===== config.mk =====
export PLATFORM = sky130hd
export DESIGN_NAME = lcd_text_writer
export DESIGN_NICKNAME = d
export VERILOG_FILES = /design/src/rtl/lcd_pkg.sv /design/src/rtl/lcd_byte_writer.sv /design/src/rtl/lcd_text_writer.sv
export SDC_FILE = /design/constraint.sdc
export NUM_CORES = 1
export LEC_CHECK = 0
export ABC_AREA = 1
export CAP_MARGIN = 0
export CORE_MARGIN = 2
export CORE_UTILIZATION = 35
export CTS_CLUSTER_SIZE = 28
export DETAILED_ROUTE_END_ITERATION = 8
export GPL_ROUTABILITY_DRIVEN = 0
export MAX_ROUTING_LAYER = met4
export PLACE_DENSITY_LB_ADDON = 0.15
export SYNTH_ARGS = -nofsm -noshare
export SYNTH_HDL_FRONTEND = slang
export SYNTH_HIERARCHICAL = 1
export SYNTH_SLANG_ARGS = --single-unit
export TNS_END_PERCENT = 20

===== constraint.sdc =====
create_clock -name clk -period 2.15 [get_ports clk]
set_clock_uncertainty 0.2 [all_clocks]
set_input_delay 0.215 -clock clk [delete_from_list [all_inputs] [get_ports clk]]
set_output_delay 0.215 -clock clk [all_outputs]
set_load 0.005 [all_outputs]

===== src/rtl/lcd_pkg.sv =====
// Shared constants, state encodings and helpers for the HD44780-style text writer.
package lcd_pkg;

  localparam logic [7:0] FUNC_SET_8B2L = 8'h38;
  localparam logic [7:0] DISP_ON       = 8'h0C;
  localparam logic [7:0] ENTRY_INC     = 8'h06;
  localparam logic [7:0] CLEAR         = 8'h01;
  localparam logic [7:0] HOME          = 8'h02;
  localparam logic [7:0] LINE2         = 8'hC0;

  localparam int DEF_MSG_LEN      = 7;
  localparam int DEF_LINE_LEN     = 16;
  localparam int DEF_POWERUP_CYC  = 20;
  localparam int DEF_SETUP_CYC    = 2;
  localparam int DEF_EN_CYC       = 4;
  localparam int DEF_CMD_WAIT_CYC = 8;
  localparam int DEF_CLR_WAIT_CYC = 32;

  typedef enum logic [2:0] {
    ST_POWERUP, ST_INIT, ST_IDLE, ST_CLEAR, ST_FETCH, ST_WRITE, ST_WRAP, ST_DONE
  } lcd_state_e;

  typedef enum logic [2:0] {
    PH_IDLE, PH_LOAD, PH_SETUP, PH_EN, PH_WAIT
  } byte_phase_e;

  function automatic int max_int(input int a, input int b);
    return (a > b) ? a : b;
  endfunction

  function automatic logic [7:0] init_cmd(input logic [1:0] i);
    case (i)
      2'd0:    return FUNC_SET_8B2L;
      2'd1:    return DISP_ON;
      2'd2:    return ENTRY_INC;
      default: return CLEAR;
    endcase
  endfunction

endpackage


===== src/rtl/lcd_byte_writer.sv =====
// Drives one byte onto the LCD bus with load, setup, enable and post-write wait phases.
module lcd_byte_writer
  import lcd_pkg::*;
#(
  parameter int SETUP_CYC    = DEF_SETUP_CYC,
  parameter int EN_CYC       = DEF_EN_CYC,
  parameter int CMD_WAIT_CYC = DEF_CMD_WAIT_CYC,
  parameter int CLR_WAIT_CYC = DEF_CLR_WAIT_CYC,
  parameter int CW           = 6
) (
  input  logic       clk,
  input  logic       reset,
  input  logic       go_i,
  input  logic [7:0] byte_i,
  input  logic       rs_i,
  output logic       ready_o,
  output logic [7:0] lcd_data_o,
  output logic       lcd_rs_o,
  output logic       lcd_en_o
);

  byte_phase_e   phase_q, phase_d;
  logic [CW-1:0] cnt_q, cnt_d;
  logic [7:0]    data_q, data_d;
  logic          rs_q, rs_d;
  logic          en_q, en_d;
  logic          long_q, long_d;

  always_ff @(posedge clk) begin
    if (reset) begin
      phase_q <= PH_IDLE;
      cnt_q   <= '0;
      data_q  <= '0;
      rs_q    <= 1'b0;
      en_q    <= 1'b0;
      long_q  <= 1'b0;
    end else begin
      phase_q <= phase_d;
      cnt_q   <= cnt_d;
      data_q  <= data_d;
      rs_q    <= rs_d;
      en_q    <= en_d;
      long_q  <= long_d;
    end
  end

  // Each timed phase loads N-1 and advances when the counter has drained to 0.
  always_comb begin
    phase_d = phase_q;
    cnt_d   = (cnt_q != '0) ? cnt_q - 1'b1 : '0;
    data_d  = data_q;
    rs_d    = rs_q;
    en_d    = en_q;
    long_d  = long_q;
    case (phase_q)
      PH_IDLE: begin
        if (go_i) begin
          phase_d = PH_LOAD;
          data_d  = byte_i;
          rs_d    = rs_i;
          long_d  = !rs_i && (byte_i == CLEAR || byte_i == HOME);
        end
      end
      PH_LOAD: begin
        phase_d = PH_SETUP;
        cnt_d   = CW'(SETUP_CYC - 1);
      end
      PH_SETUP: begin
        if (cnt_q == '0) begin
          phase_d = PH_EN;
          en_d    = 1'b1;
          cnt_d   = CW'(EN_CYC - 1);
        end
      end
      PH_EN: begin
        if (cnt_q == '0) begin
          phase_d = PH_WAIT;
          en_d    = 1'b0;
          cnt_d   = long_q ? CW'(CLR_WAIT_CYC - 1) : CW'(CMD_WAIT_CYC - 1);
        end
      end
      PH_WAIT: begin
        if (cnt_q == '0) phase_d = PH_IDLE;
      end
      default: phase_d = PH_IDLE;
    endcase
  end

  assign ready_o    = (phase_q == PH_IDLE);
  assign lcd_data_o = data_q;
  assign lcd_rs_o   = rs_q;
  assign lcd_en_o   = en_q;

endmodule


===== src/rtl/lcd_text_writer.sv =====
// Sequences power-up init, then clear plus one ROM message per start, wrapping to line 2.
module lcd_text_writer
  import lcd_pkg::*;
#(
  parameter int MSG_LEN      = DEF_MSG_LEN,
  parameter int LINE_LEN     = DEF_LINE_LEN,
  parameter int POWERUP_CYC  = DEF_POWERUP_CYC,
  parameter int SETUP_CYC    = DEF_SETUP_CYC,
  parameter int EN_CYC       = DEF_EN_CYC,
  parameter int CMD_WAIT_CYC = DEF_CMD_WAIT_CYC,
  parameter int CLR_WAIT_CYC = DEF_CLR_WAIT_CYC,
  localparam int AW          = (MSG_LEN > 1) ? $clog2(MSG_LEN) : 1
) (
  input  logic          clk,
  input  logic          reset,
  input  logic          start,
  output logic [AW-1:0] char_addr,
  input  logic [7:0]    char_data,
  output logic [7:0]    lcd_data,
  output logic          lcd_rs,
  output logic          lcd_rw,
  output logic          lcd_en,
  output logic          busy,
  output logic          done
);

  localparam int MAX_T = max_int(max_int(max_int(POWERUP_CYC, SETUP_CYC),
                                         max_int(EN_CYC, CMD_WAIT_CYC)), CLR_WAIT_CYC);
  localparam int CW    = $clog2(MAX_T + 1);
  localparam int IW    = $clog2(MSG_LEN + 1);
  localparam int LW    = $clog2(LINE_LEN + 1);

  lcd_state_e    state_q, state_d;
  logic [CW-1:0] cnt_q, cnt_d;
  logic [IW-1:0] idx_q, idx_d, idx_inc;
  logic [LW-1:0] col_q, col_d, col_inc;
  logic          line_q, line_d;
  logic          sent_q, sent_d;
  logic [1:0]    iidx_q, iidx_d;
  logic          fwait_q, fwait_d;
  logic [7:0]    char_q, char_d;
  logic [AW-1:0] char_addr_q;
  logic          busy_q, done_q;

  logic          wr_go, wr_rs, wr_ready, is_byte_state, byte_done;
  logic [7:0]    wr_byte;

  assign idx_inc = idx_q + 1'b1;
  assign col_inc = col_q + 1'b1;

  always_ff @(posedge clk) begin
    if (reset) begin
      state_q     <= ST_POWERUP;
      cnt_q       <= CW'(POWERUP_CYC - 1);
      idx_q       <= '0;
      col_q       <= '0;
      line_q      <= 1'b0;
      sent_q      <= 1'b0;
      iidx_q      <= '0;
      fwait_q     <= 1'b0;
      char_q      <= '0;
      char_addr_q <= '0;
      busy_q      <= 1'b1;
      done_q      <= 1'b0;
    end else begin
      state_q <= state_d;
      cnt_q   <= cnt_d;
      idx_q   <= idx_d;
      col_q   <= col_d;
      line_q  <= line_d;
      sent_q  <= sent_d;
      iidx_q  <= iidx_d;
      fwait_q <= fwait_d;
      char_q  <= char_d;
      if (state_d == ST_FETCH && state_q != ST_FETCH) char_addr_q <= idx_d[AW-1:0];
      busy_q  <= (state_d != ST_IDLE);
      done_q  <= (state_d == ST_DONE);
    end
  end

  // sent_q marks that the current state's byte was handed to the writer;
  // the writer returning to ready afterwards means that byte's wait is over.
  always_comb begin
    is_byte_state = (state_q == ST_INIT) || (state_q == ST_CLEAR) ||
                    (state_q == ST_WRITE) || (state_q == ST_WRAP);
    wr_go     = is_byte_state && wr_ready && !sent_q;
    byte_done = is_byte_state && wr_ready && sent_q;

    state_d = state_q;
    cnt_d   = (cnt_q != '0) ? cnt_q - 1'b1 : '0;
    idx_d   = idx_q;
    col_d   = col_q;
    line_d  = line_q;
    sent_d  = wr_go ? 1'b1 : (byte_done ? 1'b0 : sent_q);
    iidx_d  = iidx_q;
    fwait_d = fwait_q;
    char_d  = char_q;
    wr_byte = 8'h00;
    wr_rs   = 1'b0;

    case (state_q)
      ST_POWERUP: begin
        if (cnt_q <= CW'(1)) state_d = ST_INIT;
      end
      ST_INIT: begin
        wr_byte = init_cmd(iidx_q);
        if (byte_done) begin
          if (iidx_q == 2'd3) state_d = ST_IDLE;
          else iidx_d = iidx_q + 1'b1;
        end
      end
      ST_IDLE: begin
        if (start) begin
          state_d = ST_CLEAR;
          idx_d   = '0;
          col_d   = '0;
          line_d  = 1'b0;
        end
      end
      ST_CLEAR: begin
        wr_byte = CLEAR;
        if (byte_done) begin
          state_d = ST_FETCH;
          fwait_d = 1'b1;
        end
      end
      ST_FETCH: begin
        // One cycle for the ROM to answer the new address, then capture.
        if (fwait_q) fwait_d = 1'b0;
        else begin
          char_d  = char_data;
          state_d = ST_WRITE;
        end
      end
      ST_WRITE: begin
        wr_byte = char_q;
        wr_rs   = 1'b1;
        if (byte_done) begin
          idx_d = idx_inc;
          col_d = col_inc;
          if (idx_inc == IW'(MSG_LEN)) state_d = ST_DONE;
          else if (col_inc == LW'(LINE_LEN)) state_d = line_q ? ST_DONE : ST_WRAP;
          else begin
            state_d = ST_FETCH;
            fwait_d = 1'b1;
          end
        end
      end
      ST_WRAP: begin
        wr_byte = LINE2;
        if (byte_done) begin
          col_d   = '0;
          line_d  = 1'b1;
          state_d = ST_FETCH;
          fwait_d = 1'b1;
        end
      end
      ST_DONE: state_d = ST_IDLE;
      default: state_d = ST_POWERUP;
    endcase
  end

  lcd_byte_writer #(
    .SETUP_CYC   (SETUP_CYC),
    .EN_CYC      (EN_CYC),
    .CMD_WAIT_CYC(CMD_WAIT_CYC),
    .CLR_WAIT_CYC(CLR_WAIT_CYC),
    .CW          (CW)
  ) u_byte (
    .clk       (clk),
    .reset     (reset),
    .go_i      (wr_go),
    .byte_i    (wr_byte),
    .rs_i      (wr_rs),
    .ready_o   (wr_ready),
    .lcd_data_o(lcd_data),
    .lcd_rs_o  (lcd_rs),
    .lcd_en_o  (lcd_en)
  );

  assign char_addr = char_addr_q;
  assign lcd_rw    = 1'b0;
  assign busy      = busy_q;
  assign done      = done_q;

endmodule


# After elaboration in Yosys (flattened, before gate mapping)
# Index checks and enable logic that the tools add are counted.
# op_classes
n_addsub,5
magnitude_cmp,1
n_eq_ne,32
muxes,44
bitwise_logic,3
n_reduce_logical,32
# ops
operator,n
two-way mux 3 bit,13
case mux 6 bit (3 select lines),2
case mux 8 bit (4 select lines),1
two-way mux 5 bit,5
"== test 3 bit, second input constant",8
case mux 3 bit (7 select lines),1
two-way mux 6 bit,3
case mux 3 bit (5 select lines),1
case mux 5 bit (3 select lines),1
"== test 3 x 2 -> 1 bit, second input constant",4
nonzero test 6 bit,2
"subtractor 6 x 1 -> 6 bit, second input constant",2
two-way mux 1 bit,11
"!= test 2 x 1 -> 1 bit, second input constant",5
"!= test 2 bit, second input constant",5
AND reduction 3 bit,3
"== test 8 x 1 -> 1 bit, second input constant",1
"== test 8 x 2 -> 1 bit, second input constant",1
AND reduction 4 bit,2
"== test 3 x 1 -> 1 bit, second input constant",2
"<= comparator 6 x 1 -> 1 bit, second input constant",1
zero test 3 bit,2
zero test 6 bit,1
case mux 3 bit (2 select lines),1
other kinds (21),39
# word_totals
regBits,55
inputBits,11
word_cells,136

# Depth between registers and ports, before layout
# depth
word_depth,10
mapped_depth,12
ltp_nobuf,12

# Cells and area by module
# Netlist, hierarchy kept.
# modules_own_cells
mod,n_inst,cells_each,area_each_um2
lcd_text_writer,1,256,1811.7
lcd_byte_writer,1,126,935.9

# Worst setup path after synthesis
# Ideal clock, no wire load.
# synth_path
path_type,flip-flop to flip-flop
from,register state_q[2]
to,register u_byte.long_q
setup_time_ps,70
arrival_ps,1420
t_required_ps,1880
path_slack_ps,460
path_stages_with_launch,9
path_cell_list,dfxtp_1 inv_1 nand2_1 nor2_1 inv_1 o221ai_1 xor2_1 nand4_1 a21oi_1
# synth_between
elab_cells_between_ends,17
classes_between,eq/ne: 6; mux: 2; reduce/logical: 9
# synth_rtl
element,line_no,rtl
"start, declared",lcd_text_writer.sv:33,"lcd_state_e state_q, state_d;"
"start signal, assigned",lcd_text_writer.sv:66,state_q <= state_d;
== test 3 bit (tied with other cells),lcd_text_writer.sv:101,case (state_q)
case mux 8 bit (4 select lines) *,lcd_text_writer.sv:101,
via wr_byte[0],lcd_text_writer.sv:46,logic [7:0] wr_byte;
== test 8 x 1 -> 1 bit or == test 8 x 2 -> 1 bit (tied branches),lcd_byte_writer.sv:61,long_d = !rs_i && (byte_i == CLEAR || byte_i == HOME);
logical OR 1 bit *,lcd_byte_writer.sv:61,
logical AND 1 bit *,lcd_byte_writer.sv:61,
"end signal, assigned",lcd_byte_writer.sv:43,long_q <= long_d;
"end, declared",lcd_byte_writer.sv:27,"logic long_q, long_d;"
# Mark *: on every way through the listed nets, which the timed path passes. The rest lies on a longest branch.
# A chain may end at the register's enable or synchronous reset.

# Worst setup path in the final report
# Ends and elaborated chain as after synthesis.

==> metrics.md <==
| Metric | Value |
|---|---|
| Root buffer cell | clkbuf_8 |
| Yosys cell types | 40 |
| Hold Path Class | reg2reg |
| Wire per inst | 11.38 µm |
| Switching Fraction | 33.43% |
| Die ar. | 8575 µm² |
| Synth area leaders | dfxtp_1 (40%), nand2_1 (8.7%), inv_1 (7.0%), nor2_1 (6.8%), o21ai_0 (5.1%) |
| Reg2reg end | u_byte/long_q |
| Iter 0 DRT Violations | 64 |
| Setup WS post-layout | 212.2 ps |
| Asr flop ratio synth | 0% |
| Number of synthesized flops with an enable pin | 0 |
| Clock slew at reported path FFs | 100 ps |
| Mapped Area | 2748 µm² |
| First-pass detailed-route iteration total | 5 |
| Clk pwr share | 25.1% |
| VDD IR max | 0.2242 mV |
| Fmax | 516.0 MHz |
| Pint | 1.669 mW |
| Die Y | 92.60 µm |
| Pre-CTS setup slack | 84.20 ps |
| Hold Path End | u_byte/cnt_q[0] |
| Reg2reg setup slack | 210 ps |
| Min-delay src | u_byte/cnt_q[0] |
| Reg2reg start | state_q[2] |
| Critical path arrival | 1980 ps |
| Pleak | 1.447 nW |
| Rows | 32 |
| Nets@finish | 434 |
| DRC errors left | 0 |
| Initial Util | 35.93% |
| CTS Sinks | 55 |
| Post-synth top area share | 40.07% |
| Layout Utilization | 42.21% |
| Ys flop type | dfxtp_1 |
| Routed WL | 5.859 mm |
| Max Slew Vio Count | 0 |
| Endpoints failing setup | 0 |
| Min cycle time layout | 1938 ps |
| GRT Total Usage | 15.03% |
| Post-DRT Antenna Nets | 0 |
| Synth Register Bits | 55 |
| Seq/Total Area, Yosys | 40.07% |
| Setup CP Type | reg2reg |
| Switch Pwr | 0.8380 mW |
| Ys Warns | 6 |
| Max Cap Viol | 0 |
| Hold_buf cts | 0 |
| Share of layout cells above drive strength 1 | 10.65% |
| Sequential Power Share | 46.6% |
| Overflow after GRT | 0 |
| Outcome | finished, final reports clean |
| Final hold violation count | 0 |
| Power, Total | 2.507 mW |
| Syn avg cell area | 7.193 µm² |
| Crit path launch type | flip-flop |
| Hold depth | 1 |
| IO Port Bufs | 25 |
| First-pass GRT wire length | 10.14 mm |
| Pin count of the biggest net entering global routing | 17 |
| Width of the die | 92.60 µm |
| Crit. End Element | flip-flop |
| RSZ-0062 raised after global routing | false |
| Number of inserted diodes | 0 |
| CTS Buffer Depth | 2 |
| CTS tree | done |
| Number of global-route vias before repair | 2284 |
| Vias after detailed routing | 2400 |
| Max Fanout on Critical Path | 6 |
| Drt via density | 4.660 |
| Final Cycle Share | 90.13% |
| Synthesized net count | 404 |
| Area Growth Syn to Fin | 17.49% |
| Top-count cell post-synth | nand2_1 |
| H-tree depth | 2 |
| I/O pin count | 27 |
| Sum Neg Setup Slack | 0 ps |
| PD cells | 776.5 nW/µm² |
| Worst skew pair latency | 310 ps |
| Worst EP required | 2190 ps |
| Most common library cells after synthesis | nand2_1 (64), dfxtp_1 (55), inv_1 (51) |
| CTS buffer count | 5 |
| Cells after synthesis | 382 |
| Logic pwr share | 28.3% |
| HPWL Detailed | 4.324 mm |
| Post-synth top area cell | dfxtp_1 |
| FF-to-FF path depth | 8 |
| Initial antenna violation count | 0 |
| Area of the core | 7647 µm² |
==> final cells by class <==
cell class	count	area, µm²
timing repair buffer	33	310.3
clock buffer	8	100.1
tap	102	127.6
multi-input combinational	259	1369
fill	804	4419
inverter	58	217.7
sequential	55	1104
==> power groups by stage <==
stage          registers, mW  logic, mW  clock network [mW]
2_1_floorplan           1.18      0.611                   0
3_3_place_gp            1.19      0.715                   0
3_5_place_dp            1.19      0.714                   0
4_1_cts                 1.17      0.719               0.654
5_1_grt                 1.18      0.824               0.691
6_report                1.17      0.711               0.628
==> state kept, by name, indices dropped and copies added, names as in the netlist <==
signal	cells
u_byte/lcd_data_o	8
state_q	3
sent_q	1
u_byte/lcd_en_o	1
busy	1
char_addr	3
done	1
u_byte/phase_q	3
line_q	1
idx_q	3
char_q	8
u_byte/long_q	1
u_byte/cnt_q	6
fwait_q	1
u_byte/lcd_rs_o	1
col_q	5
iidx_q	2
cnt_q	6
==> critical path: stages (launching register included) <==
cell,delay (ps)
dfxtp_1,390
inv_1,110
nand2_1,100
nor2_2,220
inv_1,130
o221ai_1,290
xor2_1,180
nand4_1,120
a21oi_1,150
==> cells by family after synthesis <==
group,after synthesis,share of synthesized area [%]
xor gates and xnor gates,4,1.275
buffers and inverters,68,10.20
adders and majority gates,11,5.009
and+or+nand+nor,169,28.60
other,1,0.1365
AOI/OAI and AO/OA,74,14.71
DFF,55,40.07
==> worst max-delay path by stage <==
stage	startpoint	end	slack, ps	depth (start not counted)
6_report	state_q[2]	u_byte/long_q	210	8
2_1_floorplan	state_q[2]	u_byte/long_q	460	8
3_5_place_dp	state_q[0]	u_byte/long_q	80	7
5_1_grt	state_q[2]	u_byte/long_q	10	8
4_1_cts	state_q[0]	u_byte/long_q	50	7
3_3_place_gp	state_q[0]	u_byte/long_q	80	7
==> cell usage in the layout (no fill, tap or decap), types with 2 or more instances in the layout <==
cell / netlist / layout
ha_1: 11 / 11
nand3_1: 20 / 20
inv_2: 7 / 7
o211ai_1: 3 / 3
nor2_1: 50 / 49
clkbuf_8: 0 / 7
o21ai_0: 28 / 28
xnor2_1: 2 / 2
nor3_1: 7 / 7
nor2_2: 3 / 4
nand3_2: 8 / 8
o22ai_1: 5 / 5
nand4_1: 7 / 7
inv_1: 51 / 51
dfxtp_1: 55 / 53
dfxtp_2: 0 / 2
or2_2: 2 / 2
o21ai_1: 5 / 5
a21oi_1: 26 / 26
nand2_1: 64 / 64
xor2_1: 2 / 2
clkdlybuf4s50_1: 0 / 25
buf_4: 2 / 8
==> metrics by stage <==
step / hold WS [ps] / std cells / instance area (µm²)
2_1_floorplan: 84.07 / 382 / 2748
3_3_place_gp: 237.8 / 507 / 3123
3_5_place_dp: 235.3 / 507 / 3123
4_1_cts: 255.6 / 515 / 3223
5_1_grt: 284.7 / 515 / 3228
6_report: 248.8 / 515 / 3228
==> layer usage <==
layer | vias up | global-route usage (%) | share of wire [%]
met5 | - | - | 0
met4 | 0 | 4.478 | 0.70
met3 | 2 | 3.417 | 3.1
met2 | 30 | 23.18 | 46
met1 | 1079 | 19.76 | 51
li1 | 1289 | - | -
==> repair_timing <==
item,4_1_cts,5_1_grt
resized for setup,0,3
buffers inserted,0,0
setup endpoints to repair,0,3
Power figures use the tool's default switching activity.
